File: config.mk
export PLATFORM = sky130hd
export DESIGN_NAME = rf_write_arbiter
export DESIGN_NICKNAME = d
export VERILOG_FILES = /design/src/rtl/rf_write_arbiter.sv
export SDC_FILE = /design/constraint.sdc
export NUM_CORES = 1
export LEC_CHECK = 0
export BUFFER_PORTS_ARGS = -buffer_cell sky130_fd_sc_hd__buf_2
export CAP_MARGIN = 20
export CORE_UTILIZATION = 38
export DETAILED_ROUTE_END_ITERATION = 6
export PLACE_DENSITY = 0.76
export SYNTH_ARGS = -nofsm -noshare
export SYNTH_HDL_FRONTEND = slang
export SYNTH_SLANG_ARGS = --single-unit
File: constraint.sdc
create_clock -name clk -period 1.2 [get_ports clk]
set_input_delay 0.06 -clock clk [delete_from_list [all_inputs] [get_ports clk]]
set_output_delay 0.06 -clock clk [all_outputs]
set_load 0.02 [all_outputs]
File: src/rtl/rf_write_arbiter.sv
// Register-file write arbiter with a pending-write scoreboard.
// Two writeback requesters (A = ALU, B = load unit) share one register-file
// write port. Contention is resolved round-robin on the last granted
// requester. The granted write is registered onto we/wa/wd for one cycle and
// commits at the edge that ends that cycle. A 16-entry pending vector tracks
// registers reserved by issue and not yet written back, for hazard queries.
//
// Handshake: a requester raises valid with stable addr/data and keeps them
// stable until it sees ready=1; a transfer happens at each rising edge where
// valid and ready are both 1. ready is combinational from the valids and the
// round-robin state, is never 1 for both requesters, and is 0 during reset.
module rf_write_arbiter (
    input  logic       clk,
    input  logic       rst,
    input  logic       a_valid,
    input  logic [3:0] a_addr,
    input  logic [7:0] a_data,
    output logic       a_ready,
    input  logic       b_valid,
    input  logic [3:0] b_addr,
    input  logic [7:0] b_data,
    output logic       b_ready,
    input  logic       rsv_valid,
    input  logic [3:0] rsv_addr,
    input  logic [3:0] chk_a,
    input  logic [3:0] chk_b,
    output logic       busy_a,
    output logic       busy_b,
    output logic       we,
    output logic [3:0] wa,
    output logic [7:0] wd,
    output logic [7:0] conflict_cnt
);

    // Identity of the requester granted most recently.
    typedef enum logic {
        RR_A = 1'b0,
        RR_B = 1'b1
    } rr_state_t;

    rr_state_t   rr_last;
    rr_state_t   rr_next;
    logic        grant_a;
    logic        grant_b;
    logic        contention;
    logic [15:0] pending;
    logic [15:0] pending_next;

    assign contention = a_valid && b_valid;

    // Round-robin state register; reset favours A at the first contention.
    always_ff @(posedge clk or negedge rst) begin
        if (!rst) begin
            rr_last <= RR_B;
        end else begin
            rr_last <= rr_next;
        end
    end

    // Grant decision and round-robin next state; no grant while in reset.
    always_comb begin
        grant_a = 1'b0;
        grant_b = 1'b0;
        rr_next = rr_last;
        if (rst) begin
            if (contention) begin
                grant_a = (rr_last == RR_B);
                grant_b = (rr_last == RR_A);
            end else begin
                grant_a = a_valid;
                grant_b = b_valid;
            end
        end
        if (grant_a) begin
            rr_next = RR_A;
        end else if (grant_b) begin
            rr_next = RR_B;
        end
    end

    assign a_ready = grant_a;
    assign b_ready = grant_b;

    // Registered write port: one cycle of we per transfer, addr/data hold otherwise.
    always_ff @(posedge clk or negedge rst) begin
        if (!rst) begin
            we <= 1'b0;
            wa <= 4'd0;
            wd <= 8'd0;
        end else begin
            we <= grant_a || grant_b;
            if (grant_a) begin
                wa <= a_addr;
                wd <= a_data;
            end else if (grant_b) begin
                wa <= b_addr;
                wd <= b_data;
            end
        end
    end

    // Scoreboard update: commit clears, reservation sets; set is applied last so it wins.
    always_comb begin
        pending_next = pending;
        if (we) begin
            pending_next[wa] = 1'b0;
        end
        if (rsv_valid) begin
            pending_next[rsv_addr] = 1'b1;
        end
    end

    // Scoreboard register.
    always_ff @(posedge clk or negedge rst) begin
        if (!rst) begin
            pending <= 16'd0;
        end else begin
            pending <= pending_next;
        end
    end

    // Hazard queries read the registered vector, no same-edge bypass.
    assign busy_a = pending[chk_a];
    assign busy_b = pending[chk_b];

    // Count contention cycles; wraps naturally at 8 bits.
    always_ff @(posedge clk or negedge rst) begin
        if (!rst) begin
            conflict_cnt <= 8'd0;
        end else if (contention) begin
            conflict_cnt <= conflict_cnt + 8'd1;
        end
    end

endmodule

# Yosys cells after proc, flatten, opt, wreduce, memory -nomap -nowiden
# Cells that the tools add are included.
[totals]
ff_bits = 38
wordCells = 42
inputBits = 41
output_inout_bits = 25
[classes]
add_sub_neg = 1
reduce_logical = 5
mux = 20
bitwise = 4
n_lt_le_gt_ge = 6
[ops]
columns = ["cell", "count"]
rows = [
  ["2-to-1 mux 16 bit", 2],
  ["< comparator 4 x 5 -> 1 bit, second input constant", 4],
  ["bitwise AND 16 bit", 1],
  ["2-to-1 mux 8 bit", 2],
  ["NOT 16 bit", 1],
  ["OR 16 bit", 1],
  ["2-to-1 mux 1 bit", 10],
  ["adder 8 x 1 -> 8 bit, second input constant", 1],
  ["binary-select mux 1 bit (select 4 bit)", 2],
  ["demux 1 bit (select 4 bit)", 2],
  ["greater-or-equal comparator 4 x 1 -> 1 bit, second input constant", 2],
  ["2-to-1 mux 4 bit", 2],
  ["logical AND 1 bit", 3],
  ["nonzero test 2 bit", 1],
  ["logical OR 1 bit", 1],
  ["NOT 1 bit", 1],
]

# Logic depth before layout (Yosys ltp)
# Gate-level depths: netlist (run 1).
[logic_depth]
ltp_word = 9
ltp_mapped = 4
mapped_depth_nobuf = 4

# Worst setup path after synthesis (run 1)
# Ideal clock, no wire load.
[synth_timing]
path_type = "register to register"
start = "register wa[1]"
end = "register pending[12]"
required_ns = 1.071
t_arrival_ns = 1.196
n_path_buf = 0
slack_ns = -0.125
period_less_slack_ns = 1.325
stages_incl_launch_ff = 4
setup_time_ns = 0.129
cell_sequence = "dfrtp_1 > or3b_2 > o21ai_0 > o21ai_0"
[synth_between]
elab_chain_len = 9
elab_cells_between_ends = 10
cone_classes = "order compare: 2; mux: 4; bitwise: 3; reduce/logical: 1"
[synth_lines]
columns = ["item", "line", "text"]
rows = [
  ["start: declaration", "30", "output logic [3:0] wa,"],
  ["start signal: assignment", "93", "wa <= a_addr;"],
  ["start signal: assignment", "96", "wa <= b_addr;"],
  ["< comparator 4 x 5 -> 1 bit (implied by the code) / greater-or-equal comparator 4 x 1 -> 1 bit (equally long branches)", "106", "pending_next[wa] = 1'b0;"],
  ["logical AND 1 bit (implied by the code)", "106", ""],
  ["2-to-1 mux 1 bit (implied by the code)", "106", ""],
  ["demux 1 bit (select 4 bit) (*)", "106", ""],
  ["NOT 16 bit (no source line) (*)", "n/a", ""],
  ["bitwise AND 16 bit (no source line) (*)", "n/a", ""],
  ["2-to-1 mux 16 bit (*)", "105", "if (we) begin"],
  ["OR 16 bit (no source line)", "n/a", ""],
  ["2-to-1 mux 16 bit (*)", "108", "if (rsv_valid) begin"],
  ["named net pending_next[12]", "47", "logic [15:0] pending_next;"],
  ["end signal: assignment", "118", "pending <= pending_next;"],
  ["end: declaration", "46", "logic [15:0] pending;"],
]
# Mark *: on every way through the listed nets, which the timed path passes. The rest lies on a longest branch.
# A chain may end at the register's enable or synchronous reset.

# Worst setup path in the final report (run 1)
[layout_timing]
start = "register pending[7]"
end = "output busy_b"
[layout_between]
elab_chain_len = 2
[layout_lines]
columns = ["item", "line", "text"]
rows = [
  ["binary-select mux 1 bit (select 4 bit)", "124", "assign busy_b = pending[chk_b];"],
  ["2-to-1 mux 1 bit (implied by the code)", "124", ""],
  ["end: declaration", "28", "output logic busy_b,"],
]
# Every way passes these cells. The select of a mux whose other input is x is not followed.

==> metrics.md, run 1 <==
| Metric | Value |
|---|---|
| Status | complete, but fails checks |
| Violations in the final reports | setup timing |
| Critical hold path startpoint | a_data[4] |
| Post-detailed-route wirelength per cell | roughly 15 um |
| Global-route track usage on met3 | 4.56% |
| N_diodes | 0 |
| Die Outline Area | around 5300 um2 |
| Post-layout total power | between 4 and 5 mW |
| Peak supply drop | 1270 uV |
| Final Util | around three fifths |
| Clock buffer count from CTS | 5 |
| Die extent in x | about 73 um |
| Avg Inst Size Synth | 11.7 um2 |
| Synthesis-stage register bit count | 38 |
| Endpoint of the worst hold path | wd[4]$_DFFE_PN0P_ |
| End of the worst register-to-register path | wd[1]$_DFFE_PN0P_ |
| Initial antenna violation count | 0 |
| Final nets | 320 |
| Setup repair after global routing missed its margin | true |
| Number of vias in the routed layout | 1,759 |
| Crit path DAT | 1.56 ns |
| Later-pin clock latency in the skew report | 0.29 ns |
| Worst hold-check path type | primary input to register |
| Worst Path Max Fanout | 3 |
| Vias in the first global route | 1,740 |
| Cell area after placement | 2400 um2 |
| Max H-tree Level | 2 |
| Number of rows in the core area | 25 |
| Library cells used by synthesis | 29 |
| Number of design rule violations left after detail routing | 0 |
| Area share of the largest cell type after synthesis | 48.7% |
| Clk sink count | 38 |
| Post-Synthesis Cells | 163 |
| Top cells by area, synth | sky130_fd_sc_hd__dfrtp_1, sky130_fd_sc_hd__mux4_2, sky130_fd_sc_hd__o21ai_0, sky130_fd_sc_hd__a221o_2, sky130_fd_sc_hd__nand2_1 |
| Count of synthesis-stage warnings from yosys | 0 |
| Layer carrying the most global-route usage | met2 |
| Post-place setup slack | -0.112 ns |
| Final setup vio count | 18 |
| Pin count of the biggest net entering global routing | 22 |
| Number of max-slew violations in the final report | 0 |
| Number of enable flip-flop cells after synthesis | 0 |
| Last weighted congestion value of the routability-driven placer | slightly below 0.9 |
| Router iterations before antenna repair | 4 |
| Met2 Usage GRT | a little over a third |
| Critical path endpoint category | output port |
| Slew headroom | ~72% |
| Setup slack, reg-to-reg | -0.14 ns |
| First-pass GRT wire length | 8.07 mm |
| Final setup skew | 0.00406 ns |
| Final HPWL DP | roughly 3.4 mm |
| Overall routed net length | 5.14 mm |
| PD cells | 1620 nW/um2 |
| Clock tree from TritonCTS | yes |
| Fraction of the cycle the final worst path needs | 135% |
| PnR worst setup slack | -0.422 ns |
| Most used standard cells in the synthesized netlist | sky130_fd_sc_hd__dfrtp_1, sky130_fd_sc_hd__o21ai_0, sky130_fd_sc_hd__nand2_1 |
| Number of hold violations in the final report | 0 |
| CP required | 1.14 ns |
| Via density per instance | 5.08 |
| Synth Flop Type | sky130_fd_sc_hd__dfrtp_1 |
| Port Buffers | 65 |
| Leakage dissipation | 1.31 nW |
| Number of stages on the worst hold path | 2 |
| Share of flip-flops with an asynchronous set or reset after synthesis | 100% |
| Time the final worst path needs with I/O delays and setup | 1.62 ns |
| Startpoint type of the worst setup path | register |
| Top-count cell post-synth | sky130_fd_sc_hd__dfrtp_1 |
| Multi-input combinational cell area | ~950 um2 |
| Transition at the pin with the smallest max-transition slack | 0.416 ns |
| Worst reg2reg startpoint | rr_last$_DFFE_PN1P_ |
| Flip-flop and latch area | ~960 um2 |
| Type of the setup path with the least slack | register to output port |
| Longest Clk Path Bufs | 2 |
| Number of cells on the worst reg-to-reg path | 4 |
| Total overflow reported by the global router | 0 |
| Max cap viols | 0 |
| Number of I/O pins | 66 |
| Synth area leader | sky130_fd_sc_hd__dfrtp_1 |
| FILL cells | 400 |
| Fraction of the yosys area taken by sequential cells | 50.1% |
| Starting density of the core | 40.0% |
| Fraction of final layout cells sized beyond drive strength 1 | 45.2% |
| Core area | between 4000 and 5000 um2 |
| Cell area after technology mapping | 1900 um2 |
| Cell area after layout | 2890 um2 |
| Global routing usage on met1 | a little under a quarter |
| Total Routing Usage GR | 20.3% |
| First-iteration detailed-routing DRC count | 37 |
| Post-synth net total | slightly above 200 |
| Maximum operating frequency | 617 MHz |
| Post-synthesis to final-layout area growth | 51.8% |
| Final antenna-violating net count | 0 |
| Height of the die | 72.7 um |
| CTS clk-pin slew, worst paths | about 0.070 ns |
| Clock root buffer | sky130_fd_sc_hd__clkbuf_8 |
[through the flow]
stage                     cells  setup TNS [ns]  hold slack, ns
after CTS                   342           -2.19         0.00226
after global placement      305          -0.237          0.0755
final                       346           -2.20          0.0121
after floorplan             163         -0.0268          -0.236
after global routing        346           -2.95         0.00487
after detailed placement    305          -0.324          0.0799
[logic make-up after synthesis]
logic type / count (synthesis) / synth area share (%)
AO/OA/AOI/OAI: 45 / 15.7
flip-flops: 38 / 50.1
adder cells (fa/ha/maj): 1 / 0.658
buffers and inverters: 5 / 1.98
AND/OR/NAND/NOR: 52 / 15.1
XOR/XNOR: 7 / 3.23
multiplexers: 15 / 13.2
[repair_timing]
action                                  4_1_cts  5_1_grt
hold endpoints to repair                     49        1
pin swaps                                     6        9
endpoints found under the setup margin       18       29
setup buffers                                 6        3
hold buffers                                 23        1
resized for setup                            20       24
[critical path, cell delays in order (launching register included)]
cell,delay (ns)
sky130_fd_sc_hd__dfrtp_1,0.40
sky130_fd_sc_hd__mux4_2,0.49
sky130_fd_sc_hd__mux2i_1,0.14
sky130_fd_sc_hd__mux2i_1,0.08
sky130_fd_sc_hd__buf_2,0.16
[worst max path at each step]
stage,from,end,cells past startpoint
global placement,pending[12]$_DFF_PN0_,busy_a,4
floorplan,wa[1]$_DFFE_PN0P_,pending[12]$_DFF_PN0_,3
finish,pending[7]$_DFF_PN0_,busy_b,4
CTS,pending[15]$_DFF_PN0_,busy_a,4
detailed placement,pending[15]$_DFF_PN0_,busy_a,4
global route,pending[11]$_DFF_PN0_,busy_b,4
[power by group]
group	internal (mW)	switching [mW]	leakage (nW)
logic	0.899	0.861	0.823
registers	1.68	0.333	0.441
clock network	0.464	0.449	0.0482
[per-layer routing]
metal  routed length, um  up-vias
met5                   0        -
met4                  60        0
met3                 257        4
met2                2730       62
met1                2090      857
li1                    -      836
[registers in the layout, indices dropped and copies added, names as in the netlist]
| name | cells |
|---|---|
| conflict_cnt | 8 |
| we | 1 |
| wa | 4 |
| pending | 16 |
| wd | 8 |
| rr_last | 1 |
[cells in the final DEF (no fill, tap or decap), types with 2 or more instances in the layout]
master | netlist | routed
sky130_fd_sc_hd__dfrtp_1 | 37 | 34
sky130_fd_sc_hd__and2_1 | 10 | 10
sky130_fd_sc_hd__xor2_1 | 5 | 5
sky130_fd_sc_hd__dfrtp_2 | 0 | 3
sky130_fd_sc_hd__nand3b_1 | 5 | 5
sky130_fd_sc_hd__a21oi_4 | 0 | 2
sky130_fd_sc_hd__o21ai_1 | 0 | 20
sky130_fd_sc_hd__nand2_1 | 17 | 17
sky130_fd_sc_hd__buf_4 | 1 | 14
sky130_fd_sc_hd__buf_2 | 0 | 63
sky130_fd_sc_hd__mux2i_1 | 6 | 6
sky130_fd_sc_hd__buf_6 | 2 | 7
sky130_fd_sc_hd__xnor2_1 | 2 | 2
sky130_fd_sc_hd__nor2_1 | 3 | 3
sky130_fd_sc_hd__a221o_1 | 5 | 5
sky130_fd_sc_hd__dlygate4sd3_1 | 0 | 24
sky130_fd_sc_hd__mux4_2 | 8 | 8
sky130_fd_sc_hd__nand3_1 | 4 | 4
sky130_fd_sc_hd__clkbuf_8 | 0 | 6
sky130_fd_sc_hd__a221o_2 | 7 | 7
sky130_fd_sc_hd__o21ai_0 | 30 | 7
sky130_fd_sc_hd__buf_12 | 0 | 2
sky130_fd_sc_hd__and2_0 | 2 | 2
sky130_fd_sc_hd__o21ai_2 | 1 | 4
sky130_fd_sc_hd__nand2b_1 | 4 | 4
[cell type report]
| type | instances | area share [%] |
|---|---|---|
| clock buffer | 7 | 2.99 |
| clock inverter | 1 | 0.173 |
| timing repair buffer | 111 | 27.5 |
| sequential | 38 | 33.1 |
| multi-input combinational | 120 | 33.0 |
| inverter | 2 | 0.260 |
| tap | 67 | 2.91 |
Power figures use the tool's default switching activity.
==> run 2: changes to the inputs <==
--- a/config.mk
+++ b/config.mk
@@ -9,7 +9,8 @@
 export CAP_MARGIN = 20
 export CORE_UTILIZATION = 38
 export DETAILED_ROUTE_END_ITERATION = 6
-export PLACE_DENSITY = 0.76
+export PLACE_DENSITY = 0.73
+export SKIP_LAST_GASP = 1
 export SYNTH_ARGS = -nofsm -noshare
 export SYNTH_HDL_FRONTEND = slang
 export SYNTH_SLANG_ARGS = --single-unit
==> constraint.sdc (replaced) <==
create_clock -name clk -period 1.5 [get_ports clk]
set_input_delay 0.075 -clock clk [delete_from_list [all_inputs] [get_ports clk]]
set_output_delay 0.075 -clock clk [all_outputs]
set_load 0.02 [all_outputs]
==> run 2 against run 1 <==
- the flow still finishes with violations (setup timing)
- core utilization decreased by 7.3 points
- sequential power decreased by 20%
- final cell count decreased by 8.4%
- via count decreased by 8.4%
- register-to-register slack improved by 0.31 ns
- cell area decreased by 12%
- worst setup slack improved by 0.31 ns
- first-iteration DRC count increased by 22%
- non-clock buffer count decreased by 29
- power decreased by 21%
- flip-flop and latch count unchanged
- routed wire length decreased by 16%
- largest power group unchanged
- highest routed layer unchanged
==> metrics.md, run 2 (synthesis results as in run 1) <==
| Metric | Value |
|---|---|
| Final nets | 291 (-9.1%) |
| Global-route track usage on met3 | 4.01% (-0.55 points) |
| Pin count of the biggest net entering global routing | 31 (+41%) |
| Fraction of final layout cells sized beyond drive strength 1 | 43.6% (-1.6 points) |
| Worst Path Max Fanout | 3 (unchanged) |
| Leading cell type in the layout, fill and taps excluded | sky130_fd_sc_hd__buf_2 |
| Violations in the final reports | setup timing |
| Vias in the first global route | 1,574 (-9.5%) |
| Fin cells | 317 (-8.4%) |
| First-iteration detailed-routing DRC count | 45 (+22%) |
| Worst hold-check path type | primary input to register |
| Max H-tree Level | 2 (unchanged) |
| Leakage dissipation | 1.17 nW (-11%) |
| Register with the most flip-flops | pending |
| Final setup skew | 0.00764 ns (+0.00358 ns) |
| CP required | 1.42 ns (+0.28 ns) |
| Worst reg2reg startpoint | we$_DFF_PN0_ |
| Largest registers | pending (16), conflict_cnt (8), wd (8) |
| Pint | 2.45 mW (-19%) |
| Startpoint type of the worst setup path | register |
| Number of rows in the core area | 25 (unchanged) |
| Later-pin clock latency in the skew report | 0.29 ns (about the same) |
| Sw power | 1.25 mW (-24%) |
| Number of cells on the worst reg-to-reg path | 3 (-1) |
| Fin Setup TNS | -0.219 ns (+1.98 ns) |
| Dpl cells | 299 (-2.0%) |
| Cell area after layout | 2540 um2 (-12%) |
| First-pass GRT wire length | 6.97 mm (-14%) |
| Peak supply drop | 869 uV (-32%) |
| FILL cells | 444 (+11%) |
| Cell area after placement | 2330 um2 (-3.0%) |
| Type of the setup path with the least slack | register to output port |
| Setup repair after global routing missed its margin | true |
| Crit path DAT | 1.54 ns (-0.02 ns) |
| Critical hold path startpoint | a_addr[2] |
| Overall routed net length | 4.33 mm (-16%) |
| Layer carrying the most global-route usage | met2 |
| Starting density of the core | 40.0% (unchanged) |
| Die Outline Area | 5290 um2 (unchanged) |
| Height of the die | 72.7 um (unchanged) |
| Relative contribution of sequential cells to total power | 43.6% (+0.7 points) |
| Clk pwr share | 23.4% (+3.9 points) |
| Post-detailed-route wirelength per cell | 13.7 um (-8.1%) |
| Number of I/O pins | 66 (unchanged) |
| Fraction of the cycle the final worst path needs | 107% |
| CTS clk-pin slew, worst paths | 0.08 ns (about the same) |
| Setup slack, reg-to-reg | 0.17 ns (+0.31 ns) |
| Status | complete, but fails checks |
| Number of hold violations in the final report | 0 (unchanged) |
| Post-synthesis to final-layout area growth | 33.4% |
| Leading cell types in the layout, fill and taps excluded | sky130_fd_sc_hd__buf_2, sky130_fd_sc_hd__dfrtp_1, sky130_fd_sc_hd__o21ai_0 |
| Final antenna-violating net count | 0 (unchanged) |
| Number of design rule violations left after detail routing | 0 (unchanged) |
| Met2 Usage GRT | 29.6% (-7.1 points) |
| Router iterations before antenna repair | 4 (unchanged) |
| N_diodes | 0 (unchanged) |
| Clock buffer count from CTS | 5 (unchanged) |
| Initial antenna violation count | 0 (unchanged) |
| Critical path endpoint category | output port |
| Total Routing Usage GR | 17.2% (-3.1 points) |
| Clock root buffer | sky130_fd_sc_hd__clkbuf_8 |
| Multi-input combinational cell area | 922 um2 (-3.2%) |
| Total overflow reported by the global router | 0 (unchanged) |
| Last weighted congestion value of the routability-driven placer | 0.822 (-7.2%) |
| Clock tree from TritonCTS | yes |
| End of the worst register-to-register path | pending[12]$_DFF_PN0_ |
| Max cap viols | 0 (unchanged) |
| Slew headroom | 69.5% (-2.8 points) |
| Endpoint of the worst hold path | wa[2]$_DFFE_PN0P_ |
| Combinational share of power | 33.0% (-4.6 points) |
| Port Buffers | 65 (unchanged) |
| Max reg flops | 16 (unchanged) |
| Final setup vio count | 3 (-15) |
| Number of vias in the routed layout | 1,611 (-8.4%) |
| Transition at the pin with the smallest max-transition slack | 0.457 ns (+0.0412 ns) |
| Time the final worst path needs with I/O delays and setup | approximately 1.6 ns |
| Global routing usage on met1 | 21.9% (-2.0 points) |
| Switching share of power | 33.8% (-1.3 points) |
| Clk sink count | 38 (unchanged) |
| PnR worst setup slack | -0.112 ns (+0.310 ns) |
| PD cells | 1460 nW/um2 (-10%) |
| Maximum operating frequency | 620 MHz |
| Via density per instance | 5.08 (about the same) |
| Final HPWL DP | 3.21 mm (-4.6%) |
| Flip-flop and latch area | 952 um2 (-0.39%) |
| Die extent in x | 72.7 um (unchanged) |
| Core area | 4750 um2 (unchanged) |
| Longest Clk Path Bufs | 2 (unchanged) |
| Number of stages on the worst hold path | 2 (unchanged) |
| Number of max-slew violations in the final report | 0 (unchanged) |
## run 2: cell count changes in the layout (fill, tap and decap cells not counted), moves of 2 or more
| cell | previous run | this run |
|---|---|---|
| sky130_fd_sc_hd__o21ai_0 | 7 | 30 |
| sky130_fd_sc_hd__buf_6 | 7 | 0 |
| sky130_fd_sc_hd__dlygate4sd3_1 | 24 | 3 |
| sky130_fd_sc_hd__buf_12 | 2 | 0 |
| sky130_fd_sc_hd__dfrtp_1 | 34 | 37 |
| sky130_fd_sc_hd__buf_2 | 63 | 65 |
| sky130_fd_sc_hd__o21ai_1 | 20 | 0 |
| sky130_fd_sc_hd__o21ai_2 | 4 | 1 |
| sky130_fd_sc_hd__dfrtp_2 | 3 | 0 |
## run 2: through the flow
| step | hold WS (ns) | util, % | total power, mW | worst slack [ns] |
|---|---|---|---|---|
| detailed placement | 0.0164 | 49.1 | 2.78 | -0.0268 |
| floorplan | -0.221 | - | 2.34 | 0.175 |
| global route | 0.000757 | 53.3 | 3.94 | -0.179 |
| CTS | 0.000303 | 52.2 | 3.69 | -0.141 |
| finish | 0.00805 | 53.3 | 3.70 | -0.112 |
| global placement | 0.0129 | 49.1 | 2.73 | 0.00808 |
## run 2: worst max-delay path by stage
stage,start,end,slack (ns),cells after the start
after floorplan,wa[1]$_DFFE_PN0P_,pending[12]$_DFF_PN0_,0.18,3
after detailed placement,rr_last$_DFFE_PN1P_,b_ready,-0.03,2
after global routing,pending[11]$_DFF_PN0_,busy_b,-0.18,4
final,pending[5]$_DFF_PN0_,busy_a,-0.11,4
after global placement,rr_last$_DFFE_PN1P_,b_ready,0.008,2
after CTS,pending[6]$_DFF_PN0_,busy_a,-0.14,4
## run 2: layout make-up
class                   instances  area share [%]
clock buffers                   6            2.86
clock inverters                 2            1.48
repair buffers                 82            18.2
inverters                       2           0.296
multi-input cells             120            36.4
well taps                      67            3.31
flip-flops and latches         38            37.5
## run 2: critical path, cell delays in order (launching register included)
cell and delay, ns:
sky130_fd_sc_hd__dfrtp_1 0.41, sky130_fd_sc_hd__mux4_2 0.46, sky130_fd_sc_hd__mux2i_1 0.14, sky130_fd_sc_hd__mux2i_1 0.08, sky130_fd_sc_hd__buf_2 0.16
## run 2: repair_timing
| item | in CTS | in global routing |
|---|---|---|
| setup endpoints to repair | 15 | 4 |
| hold endpoints to repair | 8 | 1 |
| buffers inserted | 2 | 5 |
| hold buffers | 2 | 1 |
| cloned | 0 | 0 |
| resized for setup | 1 | 1 |
## run 2: layer usage
| layer | wire length, um | share of wire, % |
|---|---|---|
| met1 | 1930 | 45 |
| met2 | 2150 | 50 |
| met3 | 213 | 4.9 |
| met4 | 36 | 0.83 |
| met5 | 0 | 0 |
## run 2: power groups by stage
stage / clock network [mW] / registers (mW) / logic [mW]
after floorplan: 0 / 1.71 / 0.634
after global placement: 0 / 1.61 / 1.13
after detailed placement: 0 / 1.62 / 1.16
after CTS: 0.881 / 1.61 / 1.20
after global routing: 0.932 / 1.66 / 1.34
final: 0.867 / 1.61 / 1.22
==> run 3: changes to the inputs <==
--- a/config.mk
+++ b/config.mk
@@ -7,9 +7,11 @@
 export LEC_CHECK = 0
 export BUFFER_PORTS_ARGS = -buffer_cell sky130_fd_sc_hd__buf_2
 export CAP_MARGIN = 20
+export CELL_PAD_IN_SITES_DETAIL_PLACEMENT = 1
+export CELL_PAD_IN_SITES_GLOBAL_PLACEMENT = 1
 export CORE_UTILIZATION = 38
 export DETAILED_ROUTE_END_ITERATION = 6
-export PLACE_DENSITY = 0.73
+export PLACE_DENSITY = 0.89
 export SKIP_LAST_GASP = 1
 export SYNTH_ARGS = -nofsm -noshare
 export SYNTH_HDL_FRONTEND = slang
==> run 3 against run 2 <==
- the flow finishes with violations (hold timing, setup timing)
- register-to-register slack worse by 0.16 ns
- final cell count is 0.32% higher
- non-clock buffer count is 1 higher
- critical path depth stayed put
- maximum frequency is 2.4% lower
- worst hold slack worse by 0.16 ns
- clock-buffer cell count stayed put
- worst setup slack worse by 0.039 ns
- cell area is 0.44% higher
- largest power group unchanged
- highest routed layer unchanged
==> metrics.md, run 3 (synthesis results as in run 1) <==
| Metric | Value |
|---|---|
| Worst Path Max Fanout | 3 (unchanged) |
| PnR worst setup slack | -0.151 ns (-0.0392 ns) |
| Leading cell type in the layout, fill and taps excluded | sky130_fd_sc_hd__buf_2 |
| CP required | 1.42 ns (about the same) |
| PD cells | 1430 nW/um2 (-1.8%) |
| Peak supply drop | 862 uV (-0.76%) |
| Overall routed net length | 5.83 mm (+35%) |
| Later-pin clock latency in the skew report | 0.30 ns (about the same) |
| Vias in the first global route | 1,777 (+13%) |
| Total Routing Usage GR | 23.1% (+5.9 points) |
| Post-synthesis to final-layout area growth | 34.0% |
| First-pass GRT wire length | 9.00 mm (+29%) |
| CTS clk-pin slew, worst paths | 0.08 ns (about the same) |
| Final nets | 292 (+0.34%) |
| Clk pwr share | 20.8% (-2.6 points) |
| Combinational share of power | 34.4% (+1.4 points) |
| Height of the die | 72.7 um (unchanged) |
| Pin count of the biggest net entering global routing | 40 (+29%) |
| Sw power | 1.35 mW (+7.7%) |
| Relative contribution of sequential cells to total power | 44.8% (+1.2 points) |
| Router iterations before antenna repair | 4 (unchanged) |
| Largest registers | pending (16), conflict_cnt (8), wd (8) |
| First-iteration detailed-routing DRC count | 43 (-4.4%) |
| Longest Clk Path Bufs | 2 (unchanged) |
| Number of I/O pins | 66 (unchanged) |
| Crit path DAT | 1.58 ns (+0.04 ns) |
| Number of max-slew violations in the final report | 0 (unchanged) |
| Post-place setup slack | -0.0801 ns (-0.0532 ns) |
| Pint | 2.30 mW (-6.0%) |
| Clock buffer count from CTS | 5 (unchanged) |
| Clock tree from TritonCTS | yes |
| Final HPWL DP | 3.86 mm (+20%) |
| Startpoint type of the worst setup path | register |
| Final setup skew | 0.00904 ns (+0.00141 ns) |
| Clock root buffer | sky130_fd_sc_hd__clkbuf_8 |
| Maximum operating frequency | 606 MHz (-2.4%) |
| Fraction of the cycle the final worst path needs | 110% (+2.6 points) |
| Number of vias in the routed layout | 1,684 (+4.5%) |
| Setup repair after global routing missed its margin | true |
| Post-layout total power | 3.65 mW (-1.3%) |
| Number of rows in the core area | 25 (unchanged) |
| Switching share of power | 36.9% (+3.1 points) |
| Post-detailed-route wirelength per cell | 18.3 um (+34%) |
| Post-CTS Hold Fix Bufs | 7 (+5) |
| N_diodes | 0 (unchanged) |
| Fin Hold WS | -0.151 ns (-0.159 ns) |
| Leading cell types in the layout, fill and taps excluded | sky130_fd_sc_hd__buf_2, sky130_fd_sc_hd__dfrtp_1, sky130_fd_sc_hd__o21ai_0 |
| Final setup vio count | 3 (unchanged) |
| Last weighted congestion value of the routability-driven placer | 0.787 (-4.2%) |
| Number of design rule violations left after detail routing | 0 (unchanged) |
| Starting density of the core | 40.0% (unchanged) |
| Number of cells on the worst reg-to-reg path | 6 (+3) |
| Max H-tree Level | 2 (unchanged) |
| Initial antenna violation count | 0 (unchanged) |
| Critical path endpoint category | output port |
| Clk sink count | 38 (unchanged) |
| Max cap viols | 0 (unchanged) |
| Number of hold violations in the final report | 37 (+37) |
| Via density per instance | 5.30 (+4.2%) |
| Port Buffers | 65 (unchanged) |
| Fraction of final layout cells sized beyond drive strength 1 | 42.6% (-0.97 points) |
| Leakage dissipation | 1.17 nW (+0.13%) |
| Status | complete, but fails checks |
| Max reg flops | 16 (unchanged) |
| Total overflow reported by the global router | 0 (unchanged) |
| Final antenna-violating net count | 0 (unchanged) |
| Transition at the pin with the smallest max-transition slack | 0.523 ns (+0.0664 ns) |
| Fin Setup TNS | -0.299 ns (-0.0791 ns) |
| Worst hold-check path type | primary input to async pin |
| Register with the most flip-flops | pending |
| Die extent in x | 72.7 um (unchanged) |
| Type of the setup path with the least slack | register to output port |
| Violations in the final reports | hold timing, setup timing |
| Slew headroom | 65.0% (-4.4 points) |
| Core area | 4750 um2 (unchanged) |
| Time the final worst path needs with I/O delays and setup | 1.65 ns (+0.0392 ns) |
| Die Outline Area | 5290 um2 (unchanged) |
-- run 3: cell types whose count changed in the layout (fill, tap and decap cells not counted) --
cell | before | now
sky130_fd_sc_hd__clkinv_2 | 0 | 1
sky130_fd_sc_hd__clkbuf_1 | 1 | 0
sky130_fd_sc_hd__buf_4 | 14 | 12
sky130_fd_sc_hd__bufinv_16 | 1 | 0
sky130_fd_sc_hd__buf_2 | 65 | 63
sky130_fd_sc_hd__dlygate4sd3_1 | 3 | 7
sky130_fd_sc_hd__clkbuf_8 | 5 | 6
sky130_fd_sc_hd__buf_6 | 0 | 1
-- run 3: worst paths after layout --
| kind | from | slack [ns] | to |
|---|---|---|---|
| worst min-delay path | rst | -0.15 | conflict_cnt[0]$_DFFE_PN0P_ |
| worst max-delay path | pending[1]$_DFF_PN0_ | -0.15 | busy_a |
| worst max register to register | rr_last$_DFFE_PN1P_ | 0.01 | wd[1]$_DFFE_PN0P_ |
| max in group asynchronous | rst | 1.29 | pending[14]$_DFF_PN0_ |
| min in group clk | b_addr[3] | 0 | wa[3]$_DFFE_PN0P_ |
| worst min register to register | conflict_cnt[7]$_DFFE_PN0P_ | 0.47 | conflict_cnt[7]$_DFFE_PN0P_ |
-- run 3: layout make-up --
type                       instances  area [um2]
clock buffer                       6        82.6
clock inverter                     2        12.5
fill                             556        2210
inverter                           2        7.51
multi-input combinational        120         922
sequential                        38         952
tap                               67        83.8
timing repair buffer              83         487
-- run 3: per-layer routing --
metal	routed length, um	GRT usage, %	part of all wire, %
met1	2330	26.5	40
met2	3160	41.6	54
met3	275	5.66	4.7
met4	69	8.50	1.2
met5	0	0	0
-- run 3: through the flow --
step	std cells	hold WS, ns	area [um2]	util (%)
finish	318	-0.151	2550	53.6
global route	318	-0.106	2550	53.6
CTS	313	-0.127	2490	52.4
detailed placement	298	0.198	2320	48.9
global placement	298	0.179	2320	48.9
floorplan	163	-0.221	1900	-
-- run 3: what timing repair did --
| item | in CTS | in global routing |
|---|---|---|
| gates resized for setup | 1 | 4 |
| pin swaps | 0 | 0 |
| hold endpoints to repair | 41 | 37 |
| setup endpoints to repair | 9 | 4 |
| setup buffers | 0 | 5 |
| cloned | 0 | 0 |
-- run 3: power groups by stage --
stage | combinational (mW) | sequential, mW | clock (mW)
after detailed placement | 1.20 | 1.64 | 0
after floorplan | 0.634 | 1.71 | 0
final | 1.26 | 1.64 | 0.760
after global placement | 1.14 | 1.60 | 0
after global routing | 1.37 | 1.68 | 0.800
after CTS | 1.22 | 1.62 | 0.762
-- run 3: worst max-delay path, cell delays in order, from the launching register on --
cell and delay (ns):
sky130_fd_sc_hd__dfrtp_1 0.42, sky130_fd_sc_hd__mux4_2 0.47, sky130_fd_sc_hd__mux2i_1 0.15, sky130_fd_sc_hd__mux2i_1 0.09, sky130_fd_sc_hd__buf_4 0.16
